--- src/rtl/swin_rd_seq.sv ---
// Raster read sequencer for the 16-bank pixel-interleaved frame store.
// Issues one broadcast word read per accepted pixel and tracks the tag through the 2-cycle read/mux path.
module swin_rd_seq #(
  parameter int IMG_W  = 64,
  parameter int IMG_H  = 16,
  parameter int X_W    = 6,
  parameter int Y_W    = 4,
  parameter int ADDR_W = 6
) (
  input  logic              clk,
  input  logic              rst_n,
  input  logic              start_i,
  input  logic              pix_ready_i,
  output logic              busy_o,
  output logic              done_o,
  output logic              rd_en_o,
  output logic [ADDR_W-1:0] rd_addr_o,
  output logic [3:0]        sel_o,
  output logic              pix_valid_o,
  output logic              pix_last_o,
  output logic [X_W-1:0]    pix_x_o,
  output logic [Y_W-1:0]    pix_y_o
);

  typedef enum logic [1:0] {IDLE, RUN, DRAIN} state_t;

  localparam logic [X_W-1:0] XMAX = X_W'(IMG_W - 1);
  localparam logic [Y_W-1:0] YMAX = Y_W'(IMG_H - 1);

  state_t              state_q;
  logic [X_W-1:0]      x_q, s1_x_q, px_q;
  logic [Y_W-1:0]      y_q, s1_y_q, py_q;
  logic [ADDR_W-1:0]   addr_q;
  logic [3:0]          sel_q;
  logic                s1_last_q, pl_q, done_q;
  logic [2:1]          vld_pipe_q;
  logic                issue, eol, eof;

  assign issue = (state_q == RUN) && pix_ready_i;
  assign eol   = (x_q == XMAX);
  assign eof   = eol && (y_q == YMAX);

  always_ff @(posedge clk or negedge rst_n) begin
    if (!rst_n) begin
      state_q    <= IDLE;
      x_q        <= '0;
      y_q        <= '0;
      addr_q     <= '0;
      s1_x_q     <= '0;
      s1_y_q     <= '0;
      s1_last_q  <= 1'b0;
      sel_q      <= '0;
      vld_pipe_q <= '0;
      pl_q       <= 1'b0;
      px_q       <= '0;
      py_q       <= '0;
      done_q     <= 1'b0;
    end else begin
      done_q <= 1'b0;
      case (state_q)
        IDLE: if (start_i) begin
          state_q <= RUN;
          x_q     <= '0;
          y_q     <= '0;
          addr_q  <= '0;
        end
        RUN: if (issue) begin
          x_q <= eol ? '0 : x_q + X_W'(1);
          // One BRAM word holds 16 adjacent pixels; rows stay contiguous since IMG_W%16==0
          if (x_q[3:0] == 4'hF) addr_q <= addr_q + ADDR_W'(1);
          if (eol) y_q <= y_q + Y_W'(1);
          if (eof) state_q <= DRAIN;
        end
        DRAIN: if (pl_q) begin
          done_q  <= 1'b1;
          state_q <= IDLE;
        end
        default: state_q <= IDLE;
      endcase

      // Stage 1 lines up with BRAM data (drives the mux select), stage 2 with the mux output
      vld_pipe_q <= {vld_pipe_q[1], issue};
      if (issue) begin
        s1_x_q    <= x_q;
        s1_y_q    <= y_q;
        s1_last_q <= eof;
        sel_q     <= x_q[3:0];
      end
      pl_q <= vld_pipe_q[1] && s1_last_q;
      if (vld_pipe_q[1]) begin
        px_q <= s1_x_q;
        py_q <= s1_y_q;
      end
    end
  end

  assign busy_o      = (state_q != IDLE);
  assign done_o      = done_q;
  assign rd_en_o     = issue;
  assign rd_addr_o   = addr_q;
  assign sel_o       = sel_q;
  assign pix_valid_o = vld_pipe_q[2];
  assign pix_last_o  = pl_q;
  assign pix_x_o     = px_q;
  assign pix_y_o     = py_q;

endmodule

--- config.mk ---
export PLATFORM = sky130hd
export DESIGN_NAME = swin_rd_seq
export DESIGN_NICKNAME = d
export VERILOG_FILES = /design/src/rtl/swin_rd_seq.sv
export SDC_FILE = /design/constraint.sdc
export NUM_CORES = 1
export LEC_CHECK = 0
export CAP_MARGIN = 20
export CORE_ASPECT_RATIO = 0.9
export CORE_UTILIZATION = 53
export DETAILED_ROUTE_END_ITERATION = 10
export PLACE_DENSITY = 0.77
export RECOVER_POWER = 25
export SYNTH_ARGS = -nofsm -noshare
export SYNTH_HDL_FRONTEND = slang
export SYNTH_SLANG_ARGS = --single-unit
export TNS_END_PERCENT = 100
--- constraint.sdc ---
create_clock -name clk -period 1.94 [get_ports clk]
set_input_delay 0.388 -clock clk [delete_from_list [all_inputs] [get_ports clk]]
set_output_delay 0.388 -clock clk [all_outputs]
set_load 0.02 [all_outputs]
# --- Yosys cells after proc, flatten, opt, wreduce, memory -nomap -nowiden ---
# Index checks and enable logic that the tools add are counted.
word_totals:
  ff_bits: 47
  input_bits: 4
  output_inout_bits: 25
classes:
  n_addsub: 3
  n_eq_ne: 11
  reduce_logical: 10
  muxes: 18
op_table:
  columns: ["operator", "count"]
  rows:
  - ["$mux W6", 5]
  - ["$pmux W6 S2", 2]
  - ["$add A6 B1 Y6 const B", 2]
  - ["$mux W4", 3]
  - ["$reduce_and A4 Y1", 3]
  - ["$ne A2 B2 Y1 const B", 5]
  - ["$eq A4 B4 Y1 const B", 2]
  - ["$mux W2", 4]
  - ["$pmux W4 S2", 1]
  - ["$eq A6 B6 Y1 const B", 1]
  - ["$pmux W2 S3", 1]
  - ["$add A4 B1 Y4 const B", 1]
  - ["$reduce_bool A2 Y1", 2]
  - ["$logic_and A1 B1 Y1", 3]
  - ["$reduce_and A3 Y1", 1]
  - ["$eq A2 B1 Y1 const B", 1]
  - ["$eq A2 B2 Y1 const B", 1]
  - ["$logic_not A2 Y1", 1]
  - ["$mux W1", 2]
  - ["$ne A2 B1 Y1 const B", 1]

# --- Longest topological paths before layout ---
logic_depth:
  depth_word: 5
  mapped_depth: 5
  mapped_depth_nobuf: 5

# --- Worst setup path after synthesis ---
# OpenSTA, ideal clock, no wires.
synth_timing:
  path_type: "reg-to-reg"
  start: "register x_q[0]"
  end: "register y_q[3]"
  n_path_buf: 0
  setup_ps: 127
  path_slack_ps: 370
  stages_incl_launch_ff: 6
  t_arrival_ps: 1442
  period_less_slack_ps: 1570
  path_cell_list: "dfrtp_1 ha_1 nand3_4 o211ai_4 nand3_1 mux2_1"
synth_via:
  elab_chain_len: 3
synth_rtl:
  columns: ["item", "line", "text"]
  rows:
  - ["from (decl)", "31", "logic [X_W-1:0] x_q, s1_x_q, px_q;"]
  - ["from (signal assigned)", "68", "x_q <= eol ? '0 : x_q + X_W'(1);"]
  - ["$eq A6 B6 Y1", "40", "assign eol = (x_q == XMAX);"]
  - ["$ne A2 B2 Y1 (no line)", null, null]
  - ["$reduce_and A4 Y1 (no line)", null, null]
  - ["to (signal assigned)", "71", "if (eol) y_q <= y_q + Y_W'(1);"]
  - ["to (decl)", "32", "logic [Y_W-1:0] y_q, s1_y_q, py_q;"]
# Every way passes these cells.
# A chain may end at the register's enable or synchronous reset.

# --- Final worst setup path ---
layout_timing:
  start: "register state_q[1]"
  end: "output port rd_en_o"
layout_via:
  elab_chain_len: 2
layout_rtl:
  columns: ["item", "line", "text"]
  rows:
  - ["from (decl)", "30", "state_t state_q;"]
  - ["from (signal assigned)", "45", "state_q <= IDLE;"]
  - ["from (signal assigned)", "62", "state_q <= RUN;"]
  - ["from (signal assigned)", "72", "if (eof) state_q <= DRAIN;"]
  - ["$eq A2 B1 Y1", "39", "assign issue = (state_q == RUN) && pix_ready_i;"]
  - ["$logic_and A1 B1 Y1", "39", null]
  - ["to (decl)", "16", "output logic rd_en_o,"]
# Every way passes these cells.

==> results by stage <==
GRT:
- The via count of the first global-routing pass was 1366.
- For this run, the total global-route usage over all layers was measured as 0.214.
- The global-route wire length before repair is 5.98 mm.
- The initial antenna violation count came to 0.
- The total global routing overflow is 0.
- Entering global routing, the biggest net connects 44 pins.

STA:
- The worst path in the final design needs a cycle of approximately 1.8 ns, including I/O delays and setup.
- The total count of max-transition violations in the final report was 0.
- The worst clock skew on the final layout is 0.00442 ns.
- The transition at the pin with the smallest max-transition slack is around 1 ns.
- Setup repair after global routing left no endpoint under its margin.
- Setup violations remaining at the end of the flow were counted as 0.
- Of the available clock period, the critical path in the final layout requires 0.932.
- Derived from the worst setup path, the maximum achievable clock frequency is 553 MHz.
- The final count of hold timing violations is 0.
- The worst setup slack after layout is 0.131 ns.
- In this run the tightest slew margin relative to its limit is 0.322.

Route:
- The number of antenna-violating nets in the routed design is 0.
- The total wire length is 3.49 mm.
- The final route contains 1344 vias.
- The final routed DRC violation total is 0.
- The initial DRC count is 73.
- The detailed-route vias per instance is 5.40.
- Dividing the detail-routed wire length by the instance count gives 14.0 um.
- The number of detailed-route iterations in the first pass is 4.

Yosys:
- Among all flip-flop cells after synthesis, the most frequent one is sky130_fd_sc_hd__dfrtp_1.
- For this run, the number of Yosys warnings is 0.
- The count of unique library cells instantiated by Yosys is 41.
- Counting flops and latches in the post-synthesis netlist gives 43.
- The synthesized design spends more area on one cell type than any other, namely sky130_fd_sc_hd__dfrtp_1.
- After synthesis the cells add up to 1890 sq um.
- The count of mapped cells out of synthesis is 168.
- Sorting the synthesized cells by area gives the leading types as sky130_fd_sc_hd__dfrtp_1 57%, sky130_fd_sc_hd__nand2_1 7.2%, sky130_fd_sc_hd__mux2_2 6.0%, sky130_fd_sc_hd__a2111oi_2 2.4%, sky130_fd_sc_hd__ha_1 2.0%.
- In the synthesized netlist, the cells that appear most often are 43 x sky130_fd_sc_hd__dfrtp_1, 36 x sky130_fd_sc_hd__nand2_1, 10 x sky130_fd_sc_hd__mux2_2, 9 x sky130_fd_sc_hd__nor2_1, 7 x sky130_fd_sc_hd__nand3_1.
- The number of enable-type register cells in the synthesized netlist is 0.
- The share of the Yosys chip area taken by registers is 0.570.
- The cell with the most instances after synthesis is sky130_fd_sc_hd__dfrtp_1.
- For this run, asynchronously set or reset flops after synthesis account for 1.00.
- Synthesis produced a netlist with a net count of about 180.
- Dividing the synthesized area by the synthesized cell count gives between 10 and 15 sq um.
- The share of synthesized area in the top cell type comes to 0.570.

Die:
- Measured along the y axis, the die boundary spans 58.6 um.
- The overall die area is 3810 sq um.
- The die width is between 60 and 70 um.
- In this run the standard cell core region covers approximately 3400 sq um.
- The floorplan has 20 rows.
- The number of top-level pins is 29.
- The initial cell density of the core is 0.559.

Min path:
- The class of the most critical hold timing path is in -> async.

Setup path:
- Setup slack on the worst reg-to-reg path comes out at approximately 0.17 ns.
- At the worst endpoint, the arrival time is 1.42 ns.
- The start of the worst register-to-register path is x_q[0].
- The standard cell with the maximum stage delay on the critical path is sky130_fd_sc_hd__dfrtp_1.
- STA puts the critical path data required time at 1.55 ns.
- In this run the critical register-to-register path is captured at y_q[3].
- STA classifies the critical path startpoint as a register.
- The largest single stage delay on the critical path is roughly 0.48 ns.
- Along the worst path, the maximum fanout reaches 8.
- The largest delay contributor family on the critical path is flip-flops.
- The critical path contains buffers and inverters numbering 2 combined.
- The worst setup path is captured at a primary output.
- The cell count of the worst reg-to-reg path is 5.
- The category of the most critical setup path is reg -> out.
- The critical path goes through nand3b_1 > inv_2 > dlygate4sd2_1.
- In this run the worst setup path begins at state_q[1].

CTS:
- The H-tree depth is 2.
- TritonCTS built the clock tree.
- The tree is rooted in a sky130_fd_sc_hd__clkbuf_8.
- The longest clock path from root to sink contains 2 buffers.
- After clock tree synthesis, the setup repair step added 0 buffers.
- The insertion delay to the later sink of the worst-skew pair is 0.29 ns.
- The number of CTS-inserted buffers is 5.
- CTS saw 43 sinks.
- After clock tree synthesis, the clock-pin slew on the worst setup and hold paths is 0.08 ns.

Status:
- The flow ran to the end, and the final reports show no timing, DRC or antenna violations.

Power:
- The power density of the placed cells is 653 nW/um^2.
- The total power is ~1.5 mW.
- The analysis attributes to cell leakage a power of approximately 1.1 nW.
- The worst-case vdd ir drop is 466 uV.

Placement:
- The number of port buffers is 28.
- The wire-length estimate of the detail-placed layout is roughly 2.5 mm.
- Prior to clock tree synthesis, the placed netlist has a worst setup slack of -0.125 ns.
- The global placement routability congestion is 0.750.

Finish:
- The area added between synthesis and finish is 23.5%.
- The number of antenna repair diodes is 0.
- The count of filler cells inserted in the layout is 248.
- The net count of the finished layout is 211.
- The layout cell share with drive strength beyond 1 is 0.176.

Job:
- Max-cap violations in this run came to 0.
[cells by family after synthesis]
group | after synthesis | synth area share
and+or+nand+nor | 67 | 0.166
muxes | 14 | 0.0835
DFF | 43 | 0.570
adders and majority gates | 3 | 0.0199
AOI/OAI and AO/OA | 23 | 0.105
buffers and inverters | 14 | 0.0371
xor gates and xnor gates | 4 | 0.0186
[what timing repair did]
| item | CTS | global route |
|---|---|---|
| hold buffers | 0 | 0 |
| resized for setup | 2 | 0 |
| endpoints found under the setup margin | 2 | 0 |
[worst max path at each step]
stage / end / slack (ns) / cells after the start
detailed placement: rd_en_o / -0.12 / 4
global placement: rd_en_o / -0.13 / 4
finish: rd_en_o / 0.13 / 3
global route: rd_en_o / 0.06 / 3
CTS: rd_en_o / 0.11 / 3
floorplan: y_q[3] / 0.37 / 5
[power breakdown]
| group | switching (mW) | total [mW] | internal, mW |
|---|---|---|---|
| Clock | 0.297 | 0.548 | 0.252 |
| Combinational | 0.0357 | 0.0629 | 0.0272 |
| Sequential | 0.00915 | 0.912 | 0.903 |
[layout by cell type, fill, tap and decap left out, types with 2 or more instances in the layout]
master,count
sky130_fd_sc_hd__a21o_1,2
sky130_fd_sc_hd__clkbuf_8,5
sky130_fd_sc_hd__dfrtp_1,43
sky130_fd_sc_hd__or2_1,2
sky130_fd_sc_hd__nand2_1,36
sky130_fd_sc_hd__mux2i_1,2
sky130_fd_sc_hd__nand4_1,2
sky130_fd_sc_hd__nor2_1,9
sky130_fd_sc_hd__inv_1,5
sky130_fd_sc_hd__nand3_1,7
sky130_fd_sc_hd__xnor2_1,4
sky130_fd_sc_hd__ha_1,3
sky130_fd_sc_hd__a21oi_1,2
sky130_fd_sc_hd__mux2_2,10
sky130_fd_sc_hd__clkdlybuf4s50_1,25
sky130_fd_sc_hd__buf_4,7
sky130_fd_sc_hd__dlygate4sd2_1,2
sky130_fd_sc_hd__o21ai_0,5
sky130_fd_sc_hd__and3_1,3
sky130_fd_sc_hd__a2111oi_2,3
[cell type report]
class | instances | area, sq um | area share
Inverter | 6 | 22.5 | 0.00966
Timing Repair Buffer | 37 | 350 | 0.150
Tap cell | 44 | 55.1 | 0.0236
Sequential cell | 43 | 1080 | 0.462
Clock buffer | 6 | 72.6 | 0.0311
Clock inverter | 2 | 12.5 | 0.00537
Multi-Input combinational cell | 111 | 742 | 0.318
[sequential cells by signal, summed over array words and instances (netlist names)]
signal and count:
s1_last_q 1, pix_x_o 6, y_q 4, x_q 6, vld_pipe_q 2, pix_y_o 4, state_q 2, done_o 1
rd_addr_o 6, pix_last_o 1, s1_x_q 6, s1_y_q 4
[layer usage]
layer	share of wire	GRT usage	wire length, um	up-vias
met3	0.034	0.0426	120	7
met2	0.50	0.351	1740	29
met1	0.45	0.271	1570	653
met5	0	0	0	-
li1	-	-	-	655
met4	0.018	0.108	64	0
[metrics by stage]
stage	hold slack (ns)	util	setup TNS, ns	cells	instance area [sq um]
2_1_floorplan	0.0924	-	0	168	1890
5_1_grt	0.443	0.690	0	249	2330
6_report	0.344	0.690	0	249	2330
3_3_place_gp	0.453	0.666	-0.127	241	2250
3_5_place_dp	0.462	0.666	-0.125	241	2250
4_1_cts	0.170	0.691	0	249	2330
Power figures use the tool's default switching activity.
